<file path="src/rtl/ks_voice_scheduler.sv">
// Frame sequencer sharing one Karplus-Strong string engine across NUM_VOICES voices.
// Each falling LRCK edge starts a frame: issue every voice in order, sum the results, output a saturated mix.
//
// state  | meaning
// IDLE   | waiting for a falling LRCK edge
// ISSUE  | one-cycle engine command for voice_q
// WAIT   | engine busy; accumulate its sample on done
// OUTPUT | saturated mix visible with valid pulse
module ks_voice_scheduler #(
   parameter int NUM_VOICES = 4,
   parameter int VOICE_BITS = 2,
   parameter int DATA_WIDTH = 16,
   parameter int MIX_WIDTH  = DATA_WIDTH + VOICE_BITS
) (
   input  logic                  iCLK,
   input  logic                  iRST,
   input  logic                  iLRCK,
   input  logic [NUM_VOICES-1:0] iPluck,
   output logic                  oEng_start,
   output logic [VOICE_BITS-1:0] oEng_voice,
   output logic                  oEng_pluck,
   input  logic                  iEng_done,
   input  logic [DATA_WIDTH-1:0] iEng_sample,
   output logic [DATA_WIDTH-1:0] oSample,
   output logic                  oSample_valid,
   output logic                  oBusy,
   output logic                  oOverrun
);

   typedef enum logic [1:0] {S_IDLE, S_ISSUE, S_WAIT, S_OUTPUT} state_t;

   localparam logic signed [MIX_WIDTH-1:0] SAT_MAX =
      {{(MIX_WIDTH-DATA_WIDTH+1){1'b0}}, {(DATA_WIDTH-1){1'b1}}};
   localparam logic signed [MIX_WIDTH-1:0] SAT_MIN = ~SAT_MAX;
   localparam logic [VOICE_BITS-1:0] LAST_VOICE = VOICE_BITS'(NUM_VOICES-1);

   state_t                        state_q, state_d;
   logic                          lrck_q;
   logic [NUM_VOICES-1:0]         pending_q, pending_d;
   logic [VOICE_BITS-1:0]         voice_q, voice_d;
   logic signed [MIX_WIDTH-1:0]   acc_q, acc_d;
   logic [DATA_WIDTH-1:0]         sample_q, sample_d;
   logic                          valid_q, valid_d;
   logic                          overrun_q, overrun_d;

   logic                          tick;
   logic signed [MIX_WIDTH-1:0]   eng_ext;
   logic signed [MIX_WIDTH-1:0]   acc_sum;
   logic [DATA_WIDTH-1:0]         sat_val;
   logic [NUM_VOICES-1:0]         issue_sel;

   always_comb begin
      tick    = lrck_q & ~iLRCK;
      eng_ext = {{(MIX_WIDTH-DATA_WIDTH){iEng_sample[DATA_WIDTH-1]}}, iEng_sample};
      acc_sum = acc_q + eng_ext;

      if (acc_sum > SAT_MAX)
         sat_val = {1'b0, {(DATA_WIDTH-1){1'b1}}};
      else if (acc_sum < SAT_MIN)
         sat_val = {1'b1, {(DATA_WIDTH-1){1'b0}}};
      else
         sat_val = acc_sum[DATA_WIDTH-1:0];

      issue_sel = '0;
      for (int v = 0; v < NUM_VOICES; v++)
         if (voice_q == VOICE_BITS'(v)) issue_sel[v] = 1'b1;

      state_d    = state_q;
      voice_d    = voice_q;
      acc_d      = acc_q;
      sample_d   = sample_q;
      valid_d    = 1'b0;
      overrun_d  = overrun_q | (tick & (state_q != S_IDLE));
      oEng_start = 1'b0;
      oEng_pluck = 1'b0;
      pending_d  = pending_q | iPluck;

      case (state_q)
         S_IDLE: begin
            if (tick) begin
               state_d = S_ISSUE;
               voice_d = '0;
               acc_d   = '0;
            end
         end
         S_ISSUE: begin
            oEng_start = 1'b1;
            // a pluck arriving in this very cycle goes out now and stays queued
            oEng_pluck = |(issue_sel & (pending_q | iPluck));
            pending_d  = (pending_q & ~issue_sel) | iPluck;
            state_d    = S_WAIT;
         end
         S_WAIT: begin
            if (iEng_done) begin
               acc_d = acc_sum;
               if (voice_q == LAST_VOICE) begin
                  state_d  = S_OUTPUT;
                  sample_d = sat_val;
                  valid_d  = 1'b1;
               end else begin
                  state_d = S_ISSUE;
                  voice_d = voice_q + VOICE_BITS'(1);
               end
            end
         end
         S_OUTPUT: state_d = S_IDLE;
         default:  state_d = S_IDLE;
      endcase
   end

   always_ff @(posedge iCLK) begin
      if (iRST) begin
         state_q   <= S_IDLE;
         lrck_q    <= 1'b0;
         pending_q <= '0;
         voice_q   <= '0;
         acc_q     <= '0;
         sample_q  <= '0;
         valid_q   <= 1'b0;
         overrun_q <= 1'b0;
      end else begin
         state_q   <= state_d;
         lrck_q    <= iLRCK;
         pending_q <= pending_d;
         voice_q   <= voice_d;
         acc_q     <= acc_d;
         sample_q  <= sample_d;
         valid_q   <= valid_d;
         overrun_q <= overrun_d;
      end
   end

   assign oEng_voice    = voice_q;
   assign oSample       = sample_q;
   assign oSample_valid = valid_q;
   assign oBusy         = (state_q != S_IDLE);
   assign oOverrun      = overrun_q;

endmodule

</file>
<file path="config.mk">
export PLATFORM = sky130hd
export DESIGN_NAME = ks_voice_scheduler
export DESIGN_NICKNAME = d
export VERILOG_FILES = /design/src/rtl/ks_voice_scheduler.sv
export SDC_FILE = /design/constraint.sdc
export NUM_CORES = 1
export LEC_CHECK = 0
export BUFFER_PORTS_ARGS = -buffer_cell sky130_fd_sc_hd__buf_2
export CAP_MARGIN = 20
export CORE_UTILIZATION = 52
export CTS_BUF_LIST = sky130_fd_sc_hd__clkbuf_4 sky130_fd_sc_hd__clkbuf_8
export DETAILED_ROUTE_END_ITERATION = 16
export PLACE_DENSITY_LB_ADDON = 0.2
export SYNTH_ARGS = -nofsm -noshare
export SYNTH_HDL_FRONTEND = slang
export SYNTH_SLANG_ARGS = --single-unit
export TNS_END_PERCENT = 1
</file>
<file path="constraint.sdc">
create_clock -name iCLK -period 3.3 [get_ports iCLK]
set_clock_uncertainty 0.1 [all_clocks]
set_input_delay 0.99 -clock iCLK [delete_from_list [all_inputs] [get_ports iCLK]]
set_output_delay 0.99 -clock iCLK [all_outputs]
set_load 0.05 [all_outputs]
</file>
==> results of run 1 <==
Yosys cell counts (3+ instances only):
master | number | area, um2
nor2_1 | 55 | 206
dfxtp_1 | 45 | 901
nand2_1 | 32 | 120
a21oi_1 | 26 | 130
ha_1 | 21 | 263
a22oi_1 | 17 | 128
inv_1 | 14 | 52.6
o21ai_0 | 14 | 70.1
a211oi_2 | 11 | 138
xnor2_1 | 10 | 87.6
clkbuf_1 | 9 | 33.8
nor2b_1 | 6 | 37.5
o21ai_1 | 6 | 30.0
a21o_1 | 5 | 37.5
a211oi_1 | 4 | 30.0
o21ai_2 | 3 | 26.3
xor2_1 | 3 | 26.3
worst paths after layout:
path	startpoint	end	slack, ns
hold reg to reg	oSample[1]$_SDFFE_PP0P_	oSample[1]$_SDFFE_PP0P_	0.35
hold / removal	oSample[1]$_SDFFE_PP0P_	oSample[1]$_SDFFE_PP0P_	0.35
setup reg to reg	acc_q[0]$_SDFFE_PP0P_	oSample[3]$_SDFFE_PP0P_	0.55
setup / recovery	iEng_sample[0]	oSample[3]$_SDFFE_PP0P_	0.13
cells by family after synthesis:
| logic type | after synthesis |
|---|---|
| buffers and inverters | 28 |
| AO/OA/AOI/OAI | 102 |
| adder cells (fa/ha/maj) | 22 |
| flip-flops | 45 |
| XOR/XNOR | 13 |
| multiplexers | 1 |
| AND/OR/NAND/NOR | 112 |
final cells by class:
| type | instances | area share |
|---|---|---|
| multi-input combinational | 250 | 0.517 |
| clock buffer | 5 | 0.0209 |
| sequential | 45 | 0.274 |
| inverter | 14 | 0.0160 |
| tap | 67 | 0.0255 |
| clock inverter | 3 | 0.00647 |
| timing repair buffer | 75 | 0.140 |
routing by layer:
metal  up-vias  share of wire  track usage
li1       1276              -            -
met1      1129           0.50        0.315
met2        54           0.45        0.373
met3         7          0.042       0.0393
met4         0          0.010       0.0566
met5         -              0            0
what timing repair did:
item,CTS,global route
setup buffers,0,3
pin swaps,0,2
endpoints found under the setup margin,1,3
resized for setup,1,1
hold buffers,0,0
gates cloned,0,0
critical path, cell delays in order:
cell      delay [ns]
buf_2           0.08
ha_1            0.17
inv_1           0.06
fa_1            0.36
nand2b_2        0.21
a21oi_4         0.17
o22ai_4         0.11
o41ai_2         0.24
xnor2_1         0.21
a21oi_2         0.25
nor2_2          0.08
buf_12          0.15
a211oi_1        0.21
stage by stage:
step,area [um2],hold slack (ns)
2_1_floorplan,2710,0.346
3_3_place_gp,3170,0.334
3_5_place_dp,3170,0.339
4_1_cts,3260,0.353
5_1_grt,3290,0.385
6_report,3290,0.349
state kept, by name, summed over array words and instances, names as in the netlist:
register and cells:
lrck_q 1, oEng_voice 2, pending_q 4, oSample_valid 1, state_q 2, oSample 16
acc_q 18, oOverrun 1
power by group through the flow:
stage | logic, W | clock network, W | registers, W
global placement | 0.000168 | 0 | 0.000566
global route | 0.000194 | 0.000385 | 0.000555
floorplan | 0.000112 | 0 | 0.000566
CTS | 0.000171 | 0.000364 | 0.000554
detailed placement | 0.000169 | 0 | 0.000566
finish | 0.000176 | 0.000356 | 0.000554
==> impl_metrics.csv, run 1 <==
group,metric,value,unit
hold_path,holdPathStages,2,
logic_synthesis,ys_async_sr_fraction,0,
critical_path,worstPathRequired,3.42,ns
floorplan,ios,47,
sta,fin_ws,0.131,ns
cts,htree_levels,2,
floorplan,initial_core_util,0.556,
pwr,ir_worst_vdd,202,uV
sta,hold_violations,0,
route,drc,0,
logic_synthesis,syn_inst,323,
logic_synthesis,syn_nets,369,
route,antenna_left,0,
cts,cts_sinks,45,
cells_and_area,diodes,0,
cells_and_area,utilization,0.674,
logic_synthesis,synth-edff-count,0,
route,firstDrtPassIters,4,
global_route,antenna_found_initial,0,
cts,tritoncts,"yes",
cts,clkTransAtPathRegs,0.09,ns
critical_path,crit_arrival,3.29,ns
logic_synthesis,synth-main-ff-cell,"dfxtp_1",
cells_and_area,syn_to_final_growth,21.2,%
critical_path,path_class,"in2reg",
cells_and_area,drive_gt1_frac,0.286,
logic_synthesis,ys_ff_latch,45,
cells_and_area,layout_common_cells,"nor2_1, buf_2, dfxtp_1",
critical_path,cp_max_fo,11,
logic_synthesis,synthXorXnorAreaFrac,0.0420,
place,dpl.cell_count,448,
place,dp_hpwl,4510,um
sta,slew_viol_final,0,
global_route,overflow,0,
global_route,grt_pass1_vias,2221,
sta,fmax,0.316,GHz
hold_path,hold_class,"reg2reg",
pwr,leakagePower,1.48,nW
logic_synthesis,synthesis.area,0.00271,mm2
sta,setup_viol,0,
floorplan,die_x,74.2,um
logic_synthesis,synth_top_family_by_area,"compound AO/OA/AOI/OAI gates",
logic_synthesis,yosys.cell_types.count,52,
cells_and_area,fin_cells,459,
cells_and_area,fillCellCount,443,
pwr,p_total,0.00109,W
critical_path,cp-start-kind,"input pin",
sta,rsz0062_at_grt,"yes",
global_route,grt_max_degree,24,
route,vias_per_cell,5.37,
critical_path,r2r_cells,12,
logic_synthesis,synth-compound-area-share,0.288,
logic_synthesis,yosys_warnings,0,
sta,tns,0,ns
outcome,status,"complete, no violations",
logic_synthesis,synthSimpleGateAreaFrac,0.185,
route,routedWlPerCell,13.1,um
run,maxCapViolCount,0,
pwr,p_sw_frac,0.288,
cells_and_area,multi_input_area,0.00170,mm2
cells_and_area,layout_commonest_cell,"nor2_1",
floorplan,core-area,0.00488,mm2
route,dr.first_iter.drc_count,90,
sta,maxSlewHeadroom,0.598,
cts,clock_latency,0.31,ns
logic_synthesis,synth.area.mux_share,0.00369,
cts,cts_max_path_buffers,2,
pwr,clkPwrFrac,0.328,
sta,worst_pin_slew,0.598,ns
logic_synthesis,avgSynthCellArea,8.40,um2
route,wl,6000,um
critical_path,endpoint_kind,"flip-flop",
pwr,comb_power_share,0.162,
place,preCtsSetupSlack,-0.351,ns
cells_and_area,seq_area,901,um2
pwr,power_density,330,mW/mm2
cells_and_area,fin_nets,437,
logic_synthesis,ys_seq_area_frac,0.332,
floorplan,die-height,74.2,um
route,routed-via-count,2466,
cts,root_buffer,"clkbuf_8",
sta,finalCriticalPeriod,3.17,ns
global_route,grt_pass1_wl,9860,um
floorplan,fp-row-count,25,
cts,cts_buffers,5,
floorplan,dieArea,0.00551,mm2
place,gp_congestion,0.872,
logic_synthesis,synth_fa_ha_area_frac,0.104,
global_route,grt_usage,0.229,
pwr,p_int,0.000773,W
place,io_buffers,46,
pwr,pwr-share-seq,0.510,
sta,period_share,0.960,
pwr,p_switching,0.000313,W
Note: power is estimated with default switching activity, not from simulation.
==> inputs of run 2 (changes only) <==
CORE_ASPECT_RATIO = 0.8   (was default)
TNS_END_PERCENT = default   (was 1)
==> impl_metrics.csv, run 2 (synthesis gave the netlist of run 1 again) <==
group,metric,value,unit
outcome,status,"complete, no violations",
cells_and_area,utilization,0.667,
floorplan,die-height,66.6,um
critical_path,r2r_end,"oSample[10]$_SDFFE_PP0P_",
run,maxCapViolCount,0,
critical_path,path_class,"in2reg",
cells_and_area,layout_commonest_cell,"nor2_1",
cells_and_area,layout_common_cells,"nor2_1, buf_2, dfxtp_1",
critical_path,cp_max_fo,11,
global_route,grt_pass1_wl,9770,um
critical_path,r2r_cells,12,
sta,slew_viol_final,0,
critical_path,regToRegStartpoint,"acc_q[0]$_SDFFE_PP0P_",
hold_path,holdPathStages,2,
place,io_buffers,46,
cells_and_area,diodes,0,
critical_path,endpoint_kind,"flip-flop",
route,routedWlPerCell,13.8,um
route,wl,6310,um
cells_and_area,fillCellCount,448,
critical_path,timing.critical_path.to,"oSample[10]$_SDFFE_PP0P_",
cts,cts_buffers,5,
cells_and_area,largest_register,"acc_q",
floorplan,core-area,0.00501,mm2
route,routed-via-count,2475,
sta,period_share,0.957,
cts,root_buffer,"clkbuf_8",
cells_and_area,syn_to_final_growth,23.1,%
sta,fmax,0.317,GHz
critical_path,worstPathRequired,3.42,ns
sta,hold_violations,0,
cts,clkTransAtPathRegs,0.08,ns
cells_and_area,fin_cells,458,
place,dp_hpwl,4700,um
sta,finalCriticalPeriod,3.16,ns
pwr,p_total,0.00109,W
pwr,leakagePower,1.54,nW
floorplan,die_x,82.8,um
floorplan,ios,47,
floorplan,dieArea,0.00551,mm2
route,drc,0,
cts,cts_sinks,45,
route,firstDrtPassIters,4,
cells_and_area,fin_nets,441,
sta,setup_viol,0,
global_route,grt_max_degree,24,
floorplan,initial_core_util,0.542,
cts,clock_latency,0.30,ns
sta,fin_hold_ws,0.347,ns
critical_path,crit_path_start,"iEng_sample[0]",
sta,worst_pin_slew,0.581,ns
route,dr.first_iter.drc_count,123,
route,vias_per_cell,5.40,
cts,htree_levels,2,
hold_path,hold_class,"reg2reg",
pwr,ir_worst_vdd,216,uV
global_route,antenna_found_initial,0,
global_route,overflow,0,
global_route,grt_pass1_vias,2121,
critical_path,cp-start-kind,"input pin",
global_route,grt_usage,0.235,
route,antenna_left,0,
place,gp_congestion,0.872,
floorplan,fp-row-count,23,
cts,tritoncts,"yes",
critical_path,crit_arrival,3.28,ns
pwr,power_density,327,mW/mm2
cells_and_area,drive_gt1_frac,0.293,
cells_and_area,largest_reg_flops,18,
place,dpl.cell_count,449,
sta,maxSlewHeadroom,0.609,
critical_path,ff2ff_setup_slack,0.57,ns
cts,cts_max_path_buffers,2,
[run 2: power by group]
part	total, W	internal, W	leakage (nW)	switching (W)
logic	0.000185	0.0000771	1.13	0.000108
registers	0.000554	0.000550	0.364	0.00000375
clock network	0.000354	0.000166	0.0453	0.000188
[run 2: through the flow]
step           worst slack [ns]  area (um2)  setup TNS [ns]
2_1_floorplan            0.0805        2710               0
3_3_place_gp             -0.275        3200           -3.61
3_5_place_dp             -0.372        3200           -4.94
4_1_cts                  0.0603        3300               0
5_1_grt                -0.00791        3340        -0.00791
6_report                  0.142        3340               0
[run 2: layout make-up]
| class | count | area [um2] | share of cell area |
|---|---|---|---|
| Clock buffer | 7 | 83.8 | 0.0251 |
| Sequential cell | 45 | 901 | 0.270 |
| Timing Repair Buffer | 79 | 503 | 0.151 |
| Clock inverter | 1 | 7.51 | 0.00225 |
| Multi-Input combinational cell | 250 | 1720 | 0.514 |
| Tap cell | 62 | 77.6 | 0.0232 |
| Inverter | 14 | 52.6 | 0.0157 |
[run 2: layer usage]
layer | track usage | routed length [um]
met5 | 0 | 0
met4 | 0.0647 | 68
met3 | 0.0452 | 254
met2 | 0.353 | 2700
met1 | 0.337 | 3290
[run 2: timing repair]
item                                    CTS  global route
gates resized for setup                   1             2
endpoints found under the setup margin   12            13
hold buffers                              0             0
cloned                                    0             0
pin swaps                                 0             1
buffers inserted                          0             1
[run 2: worst min-delay path by stage]
stage / from / end
global placement: oSample[2]$_SDFFE_PP0P_ / oSample[2]$_SDFFE_PP0P_
global route: oSample[0]$_SDFFE_PP0P_ / oSample[0]$_SDFFE_PP0P_
CTS: oSample[0]$_SDFFE_PP0P_ / oSample[0]$_SDFFE_PP0P_
detailed placement: oSample[0]$_SDFFE_PP0P_ / oSample[0]$_SDFFE_PP0P_
finish: oSample[0]$_SDFFE_PP0P_ / oSample[0]$_SDFFE_PP0P_
floorplan: pending_q[0]$_SDFF_PP0_ / pending_q[0]$_SDFF_PP0_
[run 2: critical path, cell delays in order]
cell and delay (ns):
buf_2 0.08, ha_1 0.16, inv_1 0.06, fa_1 0.37
nand2b_2 0.22, a21oi_4 0.17, o22ai_4 0.12, o41ai_4 0.28
xnor2_2 0.16, a21oi_2 0.24, nor2_2 0.07, buf_12 0.15
a211oi_2 0.19
